## src/rtl/mont_mult_arbiter_pkg.sv

```systemverilog
// Shared types and the round-robin pick helper for mont_mult_arbiter.
// Supports up to 8 requesters; the pick works on an 8-bit padded vector.
package mont_arb_pkg;

  localparam int unsigned MAX_REQ   = 8;
  localparam int unsigned MAX_SEL_W = 3;

  typedef enum logic [1:0] {
    IDLE  = 2'd0,
    ISSUE = 2'd1,
    WAIT  = 2'd2
  } state_t;

  typedef struct packed {
    logic                 valid;
    logic [MAX_SEL_W-1:0] idx;
  } pick_t;

  // First set bit of pend at or after rr_ptr, wrapping modulo n.
  function automatic pick_t rr_pick(input logic [MAX_REQ-1:0]   pend,
                                    input logic [MAX_SEL_W-1:0] rr_ptr,
                                    input int unsigned          n);
    pick_t      r;
    logic [3:0] j;
    r = '0;
    for (int k = 0; k < int'(MAX_REQ); k++) begin
      j = {1'b0, rr_ptr} + 4'(k);
      if (j >= 4'(n)) j = j - 4'(n);
      if ((k < int'(n)) && !r.valid && pend[j[2:0]]) begin
        r.valid = 1'b1;
        r.idx   = j[2:0];
      end
    end
    return r;
  endfunction

endpackage

```

## src/rtl/mont_mult_arbiter_if.sv

```systemverilog
// Requester/core handshake bundle between channel FSMs and the shared multiplier.
interface mont_mult_arbiter_if #(
  parameter int unsigned NUM_REQ = 2
);
  localparam int unsigned SEL_W = $clog2(NUM_REQ);

  logic [NUM_REQ-1:0] req_start;
  logic [NUM_REQ-1:0] req_done;
  logic [SEL_W-1:0]   core_sel;
  logic               core_start;
  logic               core_ready;
  logic               busy;
  logic               err_overrun;
  logic               err_spurious;
  logic               err_clear;

  modport master (
    output req_start, core_ready, err_clear,
    input  req_done, core_sel, core_start, busy, err_overrun, err_spurious
  );

  modport slave (
    input  req_start, core_ready, err_clear,
    output req_done, core_sel, core_start, busy, err_overrun, err_spurious
  );
endinterface

```

## src/rtl/mont_mult_arbiter_rr_arbiter.sv

```systemverilog
// Combinational pointer-based round-robin pick over the pending vector.
module rr_arbiter
  import mont_arb_pkg::*;
#(
  parameter  int unsigned NUM_REQ = 2,
  localparam int unsigned SEL_W   = $clog2(NUM_REQ)
) (
  input  logic [NUM_REQ-1:0] pend,
  input  logic [SEL_W-1:0]   rr_ptr,
  output logic [SEL_W-1:0]   winner,
  output logic               valid
);

  pick_t p;

  always_comb p = rr_pick(MAX_REQ'(pend), MAX_SEL_W'(rr_ptr), NUM_REQ);

  // The range guard is always true for a valid pick; it keeps every idx bit in use.
  assign winner = SEL_W'(p.idx);
  assign valid  = p.valid && ({1'b0, p.idx} < 4'(NUM_REQ));

endmodule

```

## src/rtl/mont_mult_arbiter.sv

```systemverilog
// Round-robin owner of a shared Montgomery multiplier core.
// Optional MONT_ARB_GRANT_CNT_EN adds saturating per-requester grant counters.
module mont_mult_arbiter
  import mont_arb_pkg::*;
#(
  parameter int unsigned NUM_REQ = 2
`ifdef MONT_ARB_GRANT_CNT_EN
  ,
  parameter int unsigned CNT_W = 16
`endif
) (
  input  logic               clk,
  input  logic               rst,
  input  logic               ce,
  mont_mult_arbiter_if.slave bus
`ifdef MONT_ARB_GRANT_CNT_EN
  ,
  output logic [NUM_REQ*CNT_W-1:0] grant_cnt
`endif
);

  localparam int unsigned SEL_W = $clog2(NUM_REQ);

  state_t             state;
  logic [NUM_REQ-1:0] pend;
  logic [SEL_W-1:0]   rr_ptr;
  logic [SEL_W-1:0]   owner;
  logic [SEL_W-1:0]   winner;
  logic               win_valid;

  logic [NUM_REQ-1:0] own_oh;
  logic [NUM_REQ-1:0] clr_mask;
  logic [NUM_REQ-1:0] pend_nxt;
  logic               ovr_ev;
  logic               spur_ev;

  rr_arbiter #(.NUM_REQ(NUM_REQ)) u_rr (
    .pend   (pend),
    .rr_ptr (rr_ptr),
    .winner (winner),
    .valid  (win_valid)
  );

  // Owner's pend bit clears at the ISSUE edge; a coincident re-request wins.
  always_comb begin
    own_oh   = NUM_REQ'(1) << owner;
    clr_mask = (state == ISSUE) ? own_oh : '0;
    pend_nxt = (pend & ~clr_mask) | bus.req_start;
    ovr_ev   = |(bus.req_start & pend & ~clr_mask);
    spur_ev  = bus.core_ready && (state != WAIT);
  end

  always_ff @(posedge clk) begin
    if (rst) begin
      state            <= IDLE;
      pend             <= '0;
      rr_ptr           <= '0;
      owner            <= '0;
      bus.core_sel     <= '0;
      bus.core_start   <= 1'b0;
      bus.req_done     <= '0;
      bus.busy         <= 1'b0;
      bus.err_overrun  <= 1'b0;
      bus.err_spurious <= 1'b0;
    end else if (ce) begin
      bus.core_start <= 1'b0;
      bus.req_done   <= '0;
      pend           <= pend_nxt;

      if (ovr_ev)             bus.err_overrun <= 1'b1;
      else if (bus.err_clear) bus.err_overrun <= 1'b0;

      if (spur_ev)            bus.err_spurious <= 1'b1;
      else if (bus.err_clear) bus.err_spurious <= 1'b0;

      case (state)
        IDLE: begin
          if (win_valid) begin
            owner        <= winner;
            bus.core_sel <= winner;
            bus.busy     <= 1'b1;
            state        <= ISSUE;
          end
        end
        ISSUE: begin
          bus.core_start <= 1'b1;
          state          <= WAIT;
        end
        WAIT: begin
          if (bus.core_ready) begin
            bus.req_done <= own_oh;
            rr_ptr       <= (owner == SEL_W'(NUM_REQ - 1)) ? '0 : owner + SEL_W'(1);
            bus.busy     <= 1'b0;
            state        <= IDLE;
          end
        end
        default: state <= IDLE;
      endcase
    end
  end

`ifdef MONT_ARB_GRANT_CNT_EN
  logic [NUM_REQ-1:0][CNT_W-1:0] cnt;

  // Counts grants at the IDLE-to-ISSUE edge; saturates, cleared with the error flags.
  always_ff @(posedge clk) begin
    if (rst) begin
      cnt <= '0;
    end else if (ce) begin
      if (bus.err_clear) begin
        cnt <= '0;
      end else if ((state == IDLE) && win_valid) begin
        for (int i = 0; i < int'(NUM_REQ); i++) begin
          if ((winner == SEL_W'(i)) && (cnt[i] != '1)) cnt[i] <= cnt[i] + CNT_W'(1);
        end
      end
    end
  end

  assign grant_cnt = cnt;
`endif

endmodule

```

## src/flat_wrapper.sv

```systemverilog
// flat-port wrapper written by rule: the top's interface ports become plain ports
module mont_mult_arbiter_flat import mont_arb_pkg::*;
#(
  parameter int unsigned NUM_REQ = 2

)
  (clk, rst, ce, bus_req_start, bus_core_ready, bus_err_clear, bus_req_done, bus_core_sel, bus_core_start, bus_busy, bus_err_overrun, bus_err_spurious);
  mont_mult_arbiter_if #(.NUM_REQ(NUM_REQ)) bus_i ();
  input  logic clk;
  input  logic rst;
  input  logic ce;
  input wire logic [$bits(bus_i.req_start)-1:0] bus_req_start;
  input wire logic [$bits(bus_i.core_ready)-1:0] bus_core_ready;
  input wire logic [$bits(bus_i.err_clear)-1:0] bus_err_clear;
  output wire logic [$bits(bus_i.req_done)-1:0] bus_req_done;
  output wire logic [$bits(bus_i.core_sel)-1:0] bus_core_sel;
  output wire logic [$bits(bus_i.core_start)-1:0] bus_core_start;
  output wire logic [$bits(bus_i.busy)-1:0] bus_busy;
  output wire logic [$bits(bus_i.err_overrun)-1:0] bus_err_overrun;
  output wire logic [$bits(bus_i.err_spurious)-1:0] bus_err_spurious;
  assign bus_i.req_start = bus_req_start;
  assign bus_i.core_ready = bus_core_ready;
  assign bus_i.err_clear = bus_err_clear;
  assign bus_req_done = bus_i.req_done;
  assign bus_core_sel = bus_i.core_sel;
  assign bus_core_start = bus_i.core_start;
  assign bus_busy = bus_i.busy;
  assign bus_err_overrun = bus_i.err_overrun;
  assign bus_err_spurious = bus_i.err_spurious;
  mont_mult_arbiter #(.NUM_REQ(NUM_REQ)) u_core (.clk(clk), .rst(rst), .ce(ce), .bus(bus_i));
endmodule
```

## config.mk

```make
export PLATFORM = sky130hd
export DESIGN_NAME = mont_mult_arbiter_flat
export DESIGN_NICKNAME = d
export VERILOG_FILES = /design/src/rtl/mont_mult_arbiter_pkg.sv /design/src/rtl/mont_mult_arbiter_if.sv /design/src/rtl/mont_mult_arbiter_rr_arbiter.sv /design/src/rtl/mont_mult_arbiter.sv /design/src/flat_wrapper.sv
export SDC_FILE = /design/constraint.sdc
export NUM_CORES = 1
export LEC_CHECK = 0
export BUFFER_PORTS_ARGS = -buffer_cell sky130_fd_sc_hd__buf_4
export CORE_AREA = 2 2 39 41
export CTS_CLUSTER_DIAMETER = 40
export CTS_CLUSTER_SIZE = 30
export DETAILED_ROUTE_END_ITERATION = 8
export DIE_AREA = 0 0 41 43
export PLACE_DENSITY = 0.66
export SYNTH_ARGS = -nofsm -noshare
export SYNTH_HDL_FRONTEND = slang
export SYNTH_SLANG_ARGS = --single-unit
```

## constraint.sdc

```tcl
create_clock -name clk -period 0.9 [get_ports clk]
set_input_delay 0.045 -clock clk [delete_from_list [all_inputs] [get_ports clk]]
set_output_delay 0.045 -clock clk [all_outputs]
set_load 0.03 [all_outputs]
```

==> Word level (Yosys, flattened, before mapping) <==
Index checks and enable logic that the tools add are counted.
{ "op_classes": {"n_addsub": 4, "bitwise_logic": 5, "shift": 1, "n_lt_le_gt_ge": 5, "n_eq_ne": 5, "n_reduce_logical": 15, "n_mux": 22} }
{ "ops": {"columns": ["op", "n"], "rows": [
  ["two-way mux 2 bit", 5],
  ["two-way mux 1 bit", 9],
  ["AND reduction 3 bit", 3],
  ["less-than comparator 3 x 4 -> 1 bit, second input constant", 2],
  ["two-way mux 4 bit", 2],
  ["bitwise AND 2 bit", 3],
  ["binary-select mux 1 bit (select 3 bit)", 2],
  ["two-way mux 3 bit", 2],
  ["inequality test 2 bit, second input constant", 3],
  ["one-hot mux 2 bit (3 select lines)", 1],
  ["nonzero test 2 bit", 3],
  ["AND reduction 2 bit", 2],
  ["AND reduction 4 bit", 1],
  ["logical AND 1 bit", 3],
  ["less-than comparator 3 x 2 -> 1 bit, second input constant", 1],
  ["subtractor 1 x 2 -> 3 bit, second input constant", 1],
  ["subtractor 2 x 2 -> 3 bit, second input constant", 1],
  ["adder 1 x 1 -> 2 bit, second input constant", 1],
  ["== test 2 x 1 -> 1 bit, second input constant", 1],
  ["== test 2 bit, second input constant", 1],
  ["greater-or-equal comparator 1 x 2 -> 1 bit, second input constant", 1],
  ["greater-or-equal comparator 2 bit, second input constant", 1],
  ["zero test 2 bit", 1],
  ["NOT 2 bit", 1],
  ["other kinds (6)", 6]
]} }
{ "word_totals": {"in_bits": 7, "ff_bits": 12, "word_cells": 66, "output_inout_bits": 7} }

==> Longest topological paths before layout <==
Gate-level depths: netlist of the first run.
{ "depth": {"word_depth": 12, "ltp_mapped": 5, "ltp_nobuf": 4} }

==> Cells and area by module <==
Synthesis of the first run repeated with hierarchy kept, for this count alone.
{ "unflattened": {"hier_cells": 61, "area_unflattened_um2": 564.3} }
{ "modules_own_cells": {"columns": ["mod", "cells_each", "area_per_inst_um2", "seq_area_each_um2", "n_inst"], "rows": [
  ["mont_mult_arbiter", 58, 546.8, 240.2, 1],
  ["rr_arbiter", 3, 17.5, 0.0, 1]
]} }

==> Worst setup path before layout of the first run <==
OpenSTA, ideal clock, no wires.
{ "synth_timing": {"path_kind": "reg2reg", "startpoint": "register, netlist name u_core.bus.core_sel", "endpoint": "register u_core.bus.err_overrun", "setup_time_ps": 117, "setup_slack_ps": -314, "n_path_buf": 0, "arrival_ps": 1097, "stages_incl_launch_ff": 5, "path_cell_list": "dfxtp_1 > inv_1 > nor3b_2 > o32ai_1 > a32o_1"} }
{ "synth_rtl": {"columns": ["element", "line", "rtl"], "rows": [
  ["end signal: assignment", "mont_mult_arbiter.sv:63", "bus.err_overrun <= 1'b0;"],
  ["end signal: assignment", "mont_mult_arbiter.sv:70", "if (ovr_ev) bus.err_overrun <= 1'b1;"],
  ["end signal: assignment", "mont_mult_arbiter.sv:71", "else if (bus.err_clear) bus.err_overrun <= 1'b0;"],
  ["end: declaration", "mont_mult_arbiter_if.sv:24", "output req_done, core_sel, core_start, busy, err_overrun, err_spurious"]
]} }

==> Worst setup path after layout of the first run <==
{ "layout_timing": {"startpoint": "register u_core.state[1]", "endpoint": "register u_core.pend[1]"} }
{ "layout_via": {"elab_chain_cells": 5} }
{ "layout_lines": {"columns": ["element", "line", "rtl"], "rows": [
  ["start: declaration", "mont_mult_arbiter.sv:24", "state_t state;"],
  ["start signal: assignment", "mont_mult_arbiter.sv:55", "state <= IDLE;"],
  ["start signal: assignment", "mont_mult_arbiter.sv:82", "state <= ISSUE;"],
  ["start signal: assignment", "mont_mult_arbiter.sv:87", "state <= WAIT;"],
  ["== test 2 x 1 -> 1 bit", "mont_mult_arbiter.sv:47", "clr_mask = (state == ISSUE) ? own_oh : '0;"],
  ["two-way mux 2 bit", "mont_mult_arbiter.sv:47", null],
  ["NOT 2 bit", "mont_mult_arbiter.sv:48", "pend_nxt = (pend & ~clr_mask) | bus.req_start;"],
  ["bitwise AND 2 bit", "mont_mult_arbiter.sv:48", null],
  ["OR 2 bit", "mont_mult_arbiter.sv:48", null],
  ["end signal: assignment", "mont_mult_arbiter.sv:68", "pend <= pend_nxt;"],
  ["end: declaration", "mont_mult_arbiter.sv:25", "logic [NUM_REQ-1:0] pend;"]
]} }
No other way between the ends.
A chain may end at the register's enable or synchronous reset.

==> results of run 1 <==
[cell usage after synthesis (2+ instances only)]
library cell	n
a21oi_1	9
a32oi_1	2
dfxtp_1	12
inv_1	3
nand2_1	7
nand2b_1	5
nand4_1	3
nor2_1	4
nor3b_2	2
o21ai_0	2
[placed cells by master, fill, tap and decap left out]
cell type,n
a21oi_1,6
a21oi_2,3
a2bb2oi_2,1
a32o_1,1
a32oi_1,2
buf_4,22
buf_6,3
clkbuf_4,3
clkbuf_8,1
dfxtp_1,7
dfxtp_2,2
dfxtp_4,3
dlygate4sd3_1,1
inv_1,2
inv_4,1
nand2_1,7
nand2b_1,5
nand3_1,1
nand3b_1,1
nand4_1,3
nand4b_1,1
nor2_1,4
nor2b_1,1
nor2b_2,1
nor3b_4,2
o21ai_0,1
o21ai_1,2
o32ai_2,1
or2_1,1
[metrics by stage]
step	setup TNS (ns)	setup slack [ns]
2_1_floorplan	-0.3018	-0.07381
5_1_grt	-1.561	-0.1968
3_3_place_gp	-0.8306	-0.1481
3_5_place_dp	-0.9419	-0.1467
4_1_cts	-0.6108	-0.1050
6_report	-0.9508	-0.1209
[state kept, by name, indices dropped and copies added (netlist names)]
name                     flops
u_core.bus.req_done          2
u_core.pend                  2
u_core.state                 2
u_core.bus.busy              1
u_core.bus.core_sel          1
u_core.bus.core_start        1
u_core.bus.err_overrun       1
u_core.bus.err_spurious      1
u_core.rr_ptr                1
[layer usage]
layer	global-route usage (%)	part of all wire (%)
met1	26.42	47
met2	26.88	48
met3	4.712	3.3
met4	10.00	2.6
met5	0	0
[final cells by class]
type | instances | area share (%)
multi-input combinational | 44 | 36.13
sequential | 12 | 30.43
timing repair buffer | 26 | 25.04
clock buffer | 4 | 4.348
tap | 16 | 2.399
inverter | 3 | 1.649
[cell families after synthesis]
group | synth area share, %
flip-flops | 44.65
buffers and inverters | 6.279
AO/OA/AOI/OAI | 19.53
AND/OR/NAND/NOR | 29.54
[final timing paths]
path,slack (ns),endpoint,cells after the start
setup / recovery,-0.12,u_core.pend[1],3
hold / removal,0.03,u_core.pend[1],3
setup reg to reg,-0.12,u_core.pend[1],3
hold reg to reg,0.46,u_core.rr_ptr,2
[worst max-delay path, cell delays in order, from the launching register on]
cell	delay (ns)
dfxtp_4	0.39
nand3b_1	0.25
o21ai_1	0.19
a21oi_1	0.08
[report_power, final]
group | switching, W | internal [W] | total, W | leakage (nW)
logic | 0.000129 | 0.000132 | 0.000260 | 0.215
registers | 0.0000270 | 0.000556 | 0.000583 | 0.101
clock network | 0.000200 | 0.000246 | 0.000446 | 0.0210
[timing repair]
item | 4_1_cts | 5_1_grt
endpoints found under the setup margin | 13 | 13
pin swaps | 6 | 6
hold endpoints to repair | 3 | 3
setup buffers | 4 | 1
gates resized for setup | 9 | 5
==> flow_summary_export.csv, run 1 <==
group,metric,value,unit
outcome,status,"finished with violations",
outcome,failed_checks,"negative setup slack",
layout,seqCellArea,254.0,sq um
floorplanning,core-area,1384,sq um
layout,layout-drive-gt1-share,48.31,%
global_route,grt_pass1_wl,2214,microns
yosys,ys_ff_latch,12,
critical_path,crit_path_start_kind,"flop",
clocking,clk_latency,0.28,ns
yosys,synth_area_leaders,"dfxtp_1, a21oi_1, nand2b_1, nand2_1, nor3b_2",
layout,n_antenna_cell,0,
timing,period_minus_slack,1.021,ns
layout,nNetsFinal,97,
routing,drt-total-wl,1406,microns
timing,fin_ws,-0.1209,ns
routing,drt_iter0_drc,11,
clocking,cts_made_buffers,3,
floorplanning,die-area,1763,sq um
routing,dr.pass1.iters,6,
floorplanning,die_h,43,microns
clocking,cts_sinks,12,
yosys,syn_inst,62,
routing,drc,0,
layout,fin_util,60.31,%
layout,multi_input_area,301.5,sq um
placement,gp_congestion,0.8490,
yosys,synth_edf_count,0,
critical_path,startpoint,"u_core.state[1]",
pwr,power,0.001290,W
min_path,hold_class,"primary input to flop",
yosys,avgSynthCellArea,8.678,sq um
timing,worst_pin_slew,0.2327,ns
routing,wl_per_cell,13.39,microns
global_route,grt_use_total,19.21,%
clocking,cts_tree,"built",
clocking,htree_levels,1,
clocking,clockRootBuffer,"clkbuf_4",
yosys,yosys.area.top_type,"dfxtp_1",
global_route,first_global_vias,501,
critical_path,crit_fanout,6,
timing,period_share,113.4,%
floorplanning,initial_core_util,38.88,%
layout,design_area,834.6,sq um
critical_path,path_class,"flop to flop",
timing,rsz0062_at_grt,"true",
pwr,vdd_drop_max,982.7,uV
global_route,grt_start_max_net_pins,10,
timing,hold_violations,0,
pwr,leakage,0.3372,nW
min_path,min_from,"bus_req_start[1]",
yosys,synthArstFlopShare,0,%
critical_path,cp.arrival,1.19,ns
yosys,synthFlopType,"dfxtp_1",
placement,portBuffers,13,
yosys,synth_cell_type_count,23,
floorplanning,num_io_pins,14,
yosys,yosysTopAreaCellShare,44.65,%
critical_path,crit_path_end_kind,"flop",
floorplanning,die_x,41,microns
yosys,synth_seq_area_share,44.65,%
yosys,synth_warnings,0,
timing,max_slew_margin,84.41,%
global_route,antenna_found_initial,0,
placement,place_area,700.7,sq um
routing,avgViaCountPerCell,5.095,
layout,fill_cells,119,
routing,antenna_left,0,
clocking,path_clk_slew,0.08,ns
yosys,synth_area,538.0,sq um
timing,fmax,0.9796,GHz
clocking,clockBufferDepth,2,
layout,area_growth,55.12,%
critical_path,rr_startpoint,"u_core.state[1]",
placement,hpwl,938.8,microns
placement,dp.cells,95,
timing,fin_skew,0.002108,ns
timing,maxSlewViolCount,0,
routing,vias,535,
floorplanning,rows,14,
global_route,grt.overflow.total,0,
critical_path,worstPathRequired,1.07,ns
pwr,p_per_area,1545,nW/um^2
yosys,synth.net_count,69,
timing,whs,0.02628,ns
timing,setup_violations,13,
layout,instances_no_fill,105,
job,drv_cap,0,
Note: power is estimated with default switching activity, not from simulation.
==> run 2: changes to the inputs <==
Settings changed: PLACE_DENSITY 0.66 to 0.68, SYNTH_HIERARCHICAL from default to 1.
==> run 2 against run 1 <==
The run still ends with negative setup slack left. Sequential power is 1% lower. Largest power group unchanged. Clock power is 4.7% lower. Clock skew is 0.0010 ns higher. Non-clock buffer count is 4 lower. Flip-flop and latch count stayed put. Sequential share of layout area is 0.45 points higher. Wire length is 14% lower. Critical path depth is 1 higher. Worst hold slack better by 0.0054 ns. Fmax is 4.3% lower.
==> flow_summary_export.csv, run 2 <==
group,metric,value,unit
outcome,status,"finished with violations",
outcome,failed_checks,"negative setup slack",
layout,layout-drive-gt1-share,41.67,%
routing,wl_per_cell,12.08,microns
yosys,synthArstFlopShare,0,%
min_path,hold_class,"primary input to flop",
clocking,cts_made_buffers,3,
timing,maxSlewViolCount,0,
yosys,synth_seq_area_share,42.57,%
floorplanning,die_h,43,microns
timing,whs,0.03169,ns
clocking,post_cts_buffers,0,
routing,antenna_left,0,
critical_path,worstPathRequired,1.07,ns
layout,nNetsFinal,92,
critical_path,crit_fanout,2,
floorplanning,initial_core_util,40.78,%
placement,place_ws,-0.1511,ns
yosys,syn_inst,61,
placement,portBuffers,13,
yosys,synth_edf_count,0,
pwr,vdd_drop_max,818.8,uV
critical_path,rr_startpoint,"u_core/pend[0]",
floorplanning,die-area,1763,sq um
placement,gp_congestion,0.7620,
yosys,avgSynthCellArea,9.251,sq um
timing,fin_ws,-0.1663,ns
timing,tns,-0.5377,ns
yosys,yosys.area_share.simple,28.38,%
yosys,synth_common_cells,"dfxtp_1, a21oi_1, nand2_1, o21ai_1",
layout,reg.largest.list,"u_core/bus.req_done x2, u_core/pend x2, u_core/state x2",
yosys,muxShareOfSynthArea,1.774,%
routing,avgViaCountPerCell,5.130,
min_path,min_from,"bus_req_start[1]",
floorplanning,num_io_pins,14,
routing,dr.pass1.iters,4,
yosys,synth.net_count,68,
clocking,htree_levels,1,
clocking,path_clk_slew,0.08,ns
routing,vias,513,
clocking,clk_latency,0.27,ns
critical_path,max_stage_delay,0.31,ns
yosys,synth_warnings,6,
timing,period_share,118.5,%
timing,setup_violations,8,
critical_path,cp.arrival,1.23,ns
routing,drc,0,
routing,drt-total-wl,1208,microns
global_route,first_global_vias,448,
clocking,clockBufferDepth,2,
global_route,grt_start_max_net_pins,14,
timing,max_slew_margin,86.86,%
critical_path,startpoint,"u_core/pend[0]",
layout,area_growth,42.13,%
critical_path,cp_cell_sequence,"or2_1 -> and4bb_1 -> mux2i_1 -> nor2_1",
yosys,synth_fa_ha_area_share,0,%
yosys,synthFlopType,"dfxtp_1",
global_route,grt_use_total,16.25,%
timing,worst_pin_slew,0.1954,ns
job,drv_cap,0,
clocking,clockRootBuffer,"clkbuf_4",
floorplanning,core-area,1384,sq um
critical_path,crit_path_top_delay_cell,"dfxtp_1",
global_route,grt_pass1_wl,1932,microns
timing,fin_skew,0.003118,ns
critical_path,crit_path_end_kind,"flop",
floorplanning,die_x,41,microns
routing,drt_iter0_drc,15,
yosys,synth_compound_area_share,19.96,%
timing,hold_violations,0,
layout,final_common_cell,"buf_4",
pwr,leakage,0.3461,nW
floorplanning,rows,14,
yosys,synth_top_family_by_area,"simple AND/OR/NAND/NOR gates",
critical_path,crit_path_start_kind,"flop",
yosys,yosysMostFrequentCell,"dfxtp_1",
yosys,synth_area,564.3,sq um
yosys,synth_area_leaders,"dfxtp_1, a21oi_1, buf_6, nand2_1, nand3b_1",
yosys,yosys.area.top_type,"dfxtp_1",
yosys,synth_cell_type_count,26,
pwr,p_per_area,1510,nW/um^2
layout,final_cell_mix,"buf_4, dfxtp_1, a21oi_1",
clocking,cts_tree,"built",
global_route,antenna_found_initial,0,
yosys,yosys.area_share.xor_xnor,0,%
placement,hpwl,858,microns
timing,period_minus_slack,1.066,ns
yosys,ys_ff_latch,12,
critical_path,path_class,"flop to flop",
layout,n_antenna_cell,0,
layout,fill_cells,132,
timing,rsz0062_at_grt,"true",
global_route,grt.overflow.total,0,
timing,fmax,0.9378,GHz
clocking,cts_sinks,12,
yosys,yosysTopAreaCellShare,42.57,%
## run 2: cell types whose count changed in the layout (fill, tap and decap cells not counted), moves of 2 or more
| cell | previous run | this run |
|---|---|---|
| and4b_1 | 0 | 2 |
| buf_4 | 22 | 18 |
| buf_6 | 3 | 1 |
| dfxtp_4 | 3 | 1 |
| dlygate4sd3_1 | 1 | 3 |
| nand2b_1 | 5 | 2 |
| nand3b_1 | 1 | 3 |
| nand4_1 | 3 | 0 |
| nor3b_4 | 2 | 0 |
| o21ai_1 | 2 | 4 |
## run 2: worst max-delay path, delay by kind of cell, from the launching register on
family | cells | cell delay [ns]
multiplexers | 1 | 0.15
AND/OR/NAND/NOR | 3 | 0.50
flip-flops | 1 | 0.31
## run 2: worst paths after layout
kind,end,slack [ns],cells past startpoint
setup / recovery,u_core/owner,-0.17,4
hold reg to reg,u_core/bus.core_start,0.47,2
setup reg to reg,u_core/owner,-0.17,4
hold / removal,u_core/pend[1],0.03,3
## run 2: per-layer routing
metal	up-vias	wire length [microns]	share of wire [%]	global-route usage, %
li1	259	-	-	-
met1	243	591	49	21.90
met2	11	549	45	22.81
met3	0	68	5.6	7.853
met4	0	0	0	4.000
met5	-	0	0	0
## run 2: metrics by stage
stage	area [sq um]	cells	utilization [%]	total power, W
after floorplan	580.6	61	-	0.0007072
after global placement	716.9	93	51.81	0.0007825
after detailed placement	716.9	93	51.81	0.0007850
after CTS	769.5	97	55.61	0.001218
after global routing	802.0	100	57.96	0.001270
final	802.0	100	57.96	0.001211
## run 2: final cells by class
cell class	instances	area [sq um]	share of cell area, %
flip-flops and latches	12	247.7	30.89
well taps	16	20.02	2.496
multi-input cells	42	306.5	38.22
inverters	4	15.01	1.872
repair buffers	22	176.4	22.00
clock buffers	4	36.28	4.524
## run 2: repair_timing
item / in CTS / in global routing
pin swaps: 2 / 0
hold endpoints to repair: 5 / 2
endpoints found under the setup margin: 13 / 11
resized for setup: 6 / 1
## run 2: where the power goes
group | internal, W | switching, W
clock | 0.000246 | 0.000179
combinational | 0.000104 | 0.000105
sequential | 0.000556 | 0.0000206
## run 2: logic make-up (layout without fill, tap and decap cells)
logic type / after synthesis / count (layout)
multiplexers: 1 / 1
flip-flops: 12 / 12
buffers and inverters: 7 / 30
AND/OR/NAND/NOR: 23 / 23
AO/OA/AOI/OAI: 18 / 18
==> run 3: changes to the inputs <==
Settings changed: ABC_AREA from default to 1, PLACE_DENSITY 0.68 to 0.66.
==> run 3 against run 2 <==
The flow still finishes with violations (negative setup slack). Power is 4.9% higher. Via count rose by 8.8%. Synthesized area fell by 5.8%. Sequential power is 2% higher. Register-to-register slack improved by 0.04 ns. Die area did not move. Utilization decreased by 1.9 points. Flip-flop and latch count unchanged. First-iteration DRC count up 6.7%. Clock skew grew 0.0016 ns. Critical path type unchanged.
==> flow_summary_export.csv, run 3 <==
group,metric,value,unit
critical_path,path_class,"flop to flop",
timing,maxSlewViolCount,0,
global_route,grt.overflow.total,0,
critical_path,cp_num_buf_inv,0,
timing,max_slew_margin,88.69,%
critical_path,cp.arrival,1.20,ns
yosys,synth_edf_count,0,
clocking,clk_latency,0.28,ns
clocking,cts_sinks,12,
floorplanning,core-area,1384,sq um
timing,setup_violations,4,
placement,gp_congestion,0.8804,
pwr,power_frac_comb,19.4,%
routing,vias,558,
global_route,grt_use_total,17.58,%
job,drv_cap,0,
routing,drt-total-wl,1295,microns
timing,period_share,114.2,%
timing,tns,-0.3528,ns
yosys,synth_area,531.8,sq um
clocking,htree_levels,1,
yosys,avgSynthCellArea,7.186,sq um
floorplanning,initial_core_util,38.43,%
yosys,synth_area_leaders,"dfxtp_1, nand2_1, a21oi_1, inv_1, nand3_1",
routing,dr.pass1.iters,4,
critical_path,critPathTopFamily,"simple AND/OR/NAND/NOR gates",
pwr,p_per_area,1637,nW/um^2
pwr,clock_power_share,34.4,%
clocking,path_clk_slew,0.08,ns
layout,area_growth,45.88,%
pwr,power_frac_seq,46.1,%
pwr,p_sw_share,28.17,%
global_route,grt_start_max_net_pins,13,
critical_path,crit_path_end_kind,"flop",
floorplanning,die_h,43,microns
layout,n_antenna_cell,0,
yosys,synth.net_count,81,
floorplanning,die_x,41,microns
timing,worst_pin_slew,0.1694,ns
placement,dp.cells,105,
outcome,failed_checks,"negative setup slack",
routing,drc,0,
layout,fin_util,56.06,%
yosys,syn_inst,74,
critical_path,cp_cell_sequence,"or2_1 -> nand4_1 -> nand2_1 -> nor3b_2",
clocking,clockBufferDepth,2,
timing,fmax,0.9731,GHz
layout,final_common_cell,"buf_4",
routing,antenna_left,0,
layout,final_cell_mix,"buf_4, nand2_1, a21oi_1, dfxtp_1, inv_1",
timing,hold_violations,0,
yosys,synthArstFlopShare,0,%
floorplanning,die-area,1763,sq um
global_route,antenna_found_initial,0,
yosys,synth_warnings,6,
floorplanning,rows,14,
layout,fill_cells,137,
clocking,cts_made_buffers,3,
placement,hpwl,841.7,microns
timing,period_minus_slack,1.028,ns
routing,avgViaCountPerCell,5.073,
yosys,synth_seq_area_share,45.18,%
clocking,cts_tree,"built",
yosys,synthFlopType,"dfxtp_1",
layout,instances_no_fill,110,
routing,wl_per_cell,11.77,microns
yosys,yosysTopAreaCellShare,45.18,%
critical_path,crit_path_start_kind,"flop",
timing,fin_skew,0.004729,ns
yosys,ys_ff_latch,12,
placement,portBuffers,13,
global_route,first_global_vias,505,
critical_path,max_stage_delay,0.33,ns
critical_path,crit_path_top_delay_cell,"dfxtp_2",
outcome,status,"finished with violations",
layout,layout-drive-gt1-share,45.74,%
critical_path,crit_fanout,3,
floorplanning,num_io_pins,14,
timing,fin_ws,-0.1277,ns
layout,nNetsFinal,102,
pwr,p_sw,0.0003577,W
routing,drt_iter0_drc,16,
yosys,synth_cell_type_count,17,
layout,reg.largest.list,"u_core/bus.req_done x2, u_core/pend x2, u_core/state x2",
pwr,vdd_drop_max,915.7,uV
yosys,yosysMostFrequentCell,"nand2_1",
critical_path,worstPathRequired,1.08,ns
yosys,yosys.area.top_type,"dfxtp_1",
pwr,p_int,0.0009123,W
yosys,synth_common_cells,"nand2_1, dfxtp_1, a21oi_1, inv_1",
min_path,hold_class,"primary input to flop",
global_route,grt_pass1_wl,2132,microns
clocking,clockRootBuffer,"clkbuf_4",
timing,rsz0062_at_grt,"true",
pwr,leakage,0.3429,nW
-- run 3: cell types whose count changed after synthesis, sizes merged, moves of 2 or more --
cell / previous run / this run
inv: 4 / 10
nand2b: 3 / 0
nor2: 3 / 6
nand3b: 3 / 0
nand3: 0 / 5
and4b: 2 / 0
nand2: 6 / 19
-- run 3: power by group through the flow --
stage	Combinational, W	Clock (W)	Sequential, W
after global routing	0.000271	0.000491	0.000591
after floorplan	0.0000976	0	0.000624
final	0.000247	0.000437	0.000586
after global placement	0.000209	0	0.000593
after CTS	0.000216	0.000449	0.000583
after detailed placement	0.000213	0	0.000593
-- run 3: cell families (layout without fill, tap and decap cells) --
logic type | after synthesis | count (layout) | share of synthesized area [%]
buffers and inverters | 12 | 32 | 9.882
and+or+nand+nor | 34 | 34 | 29.41
AOI/OAI and AO/OA | 16 | 16 | 15.53
DFF | 12 | 12 | 45.18
-- run 3: metal layers --
| metal | routed length, microns | share of wire, % | GRT usage (%) |
|---|---|---|---|
| met5 | 0 | 0 | 0 |
| met4 | 18 | 1.4 | 10.00 |
| met2 | 636 | 49 | 22.81 |
| met1 | 557 | 43 | 25.90 |
| met3 | 82 | 6.3 | 3.665 |
-- run 3: worst paths after layout --
check	startpoint	end	slack (ns)	depth (start not counted)
setup reg to reg	u_core/pend[0]	u_core/owner	-0.13	4
hold / removal	rst	u_core/state[0]	0.02	2
hold reg to reg	u_core/bus.req_done[0]	u_core/bus.req_done[0]	0.47	2
setup / recovery	u_core/pend[0]	u_core/owner	-0.13	4
-- run 3: cell type report --
class                   count  area, sq um  area share [%]
well taps                  16        20.02           2.581
clock buffers               4        36.28           4.677
flip-flops and latches     12        250.2           32.26
multi-input cells          50        287.8           37.10
repair buffers             18        138.9           17.90
inverters                  10        42.54           5.484
-- run 3: through the flow --
step                total power, W  setup slack, ns  hold WS [ns]  cell area [sq um]
floorplan                0.0007213         -0.05488        0.1071              533.0
global placement         0.0008026         -0.03918        0.3202              665.6
detailed placement       0.0008060         -0.07368        0.3201              665.6
CTS                       0.001247         -0.08755       0.01945              709.4
global route              0.001353          -0.1519       0.01814              775.7
finish                    0.001270          -0.1277       0.01682              775.7
-- run 3: what timing repair did --
action / CTS / global route
setup buffers: 0 / 1
setup endpoints to repair: 6 / 10
hold buffers: 0 / 0
gates resized for setup: 4 / 18
pin swaps: 1 / 7
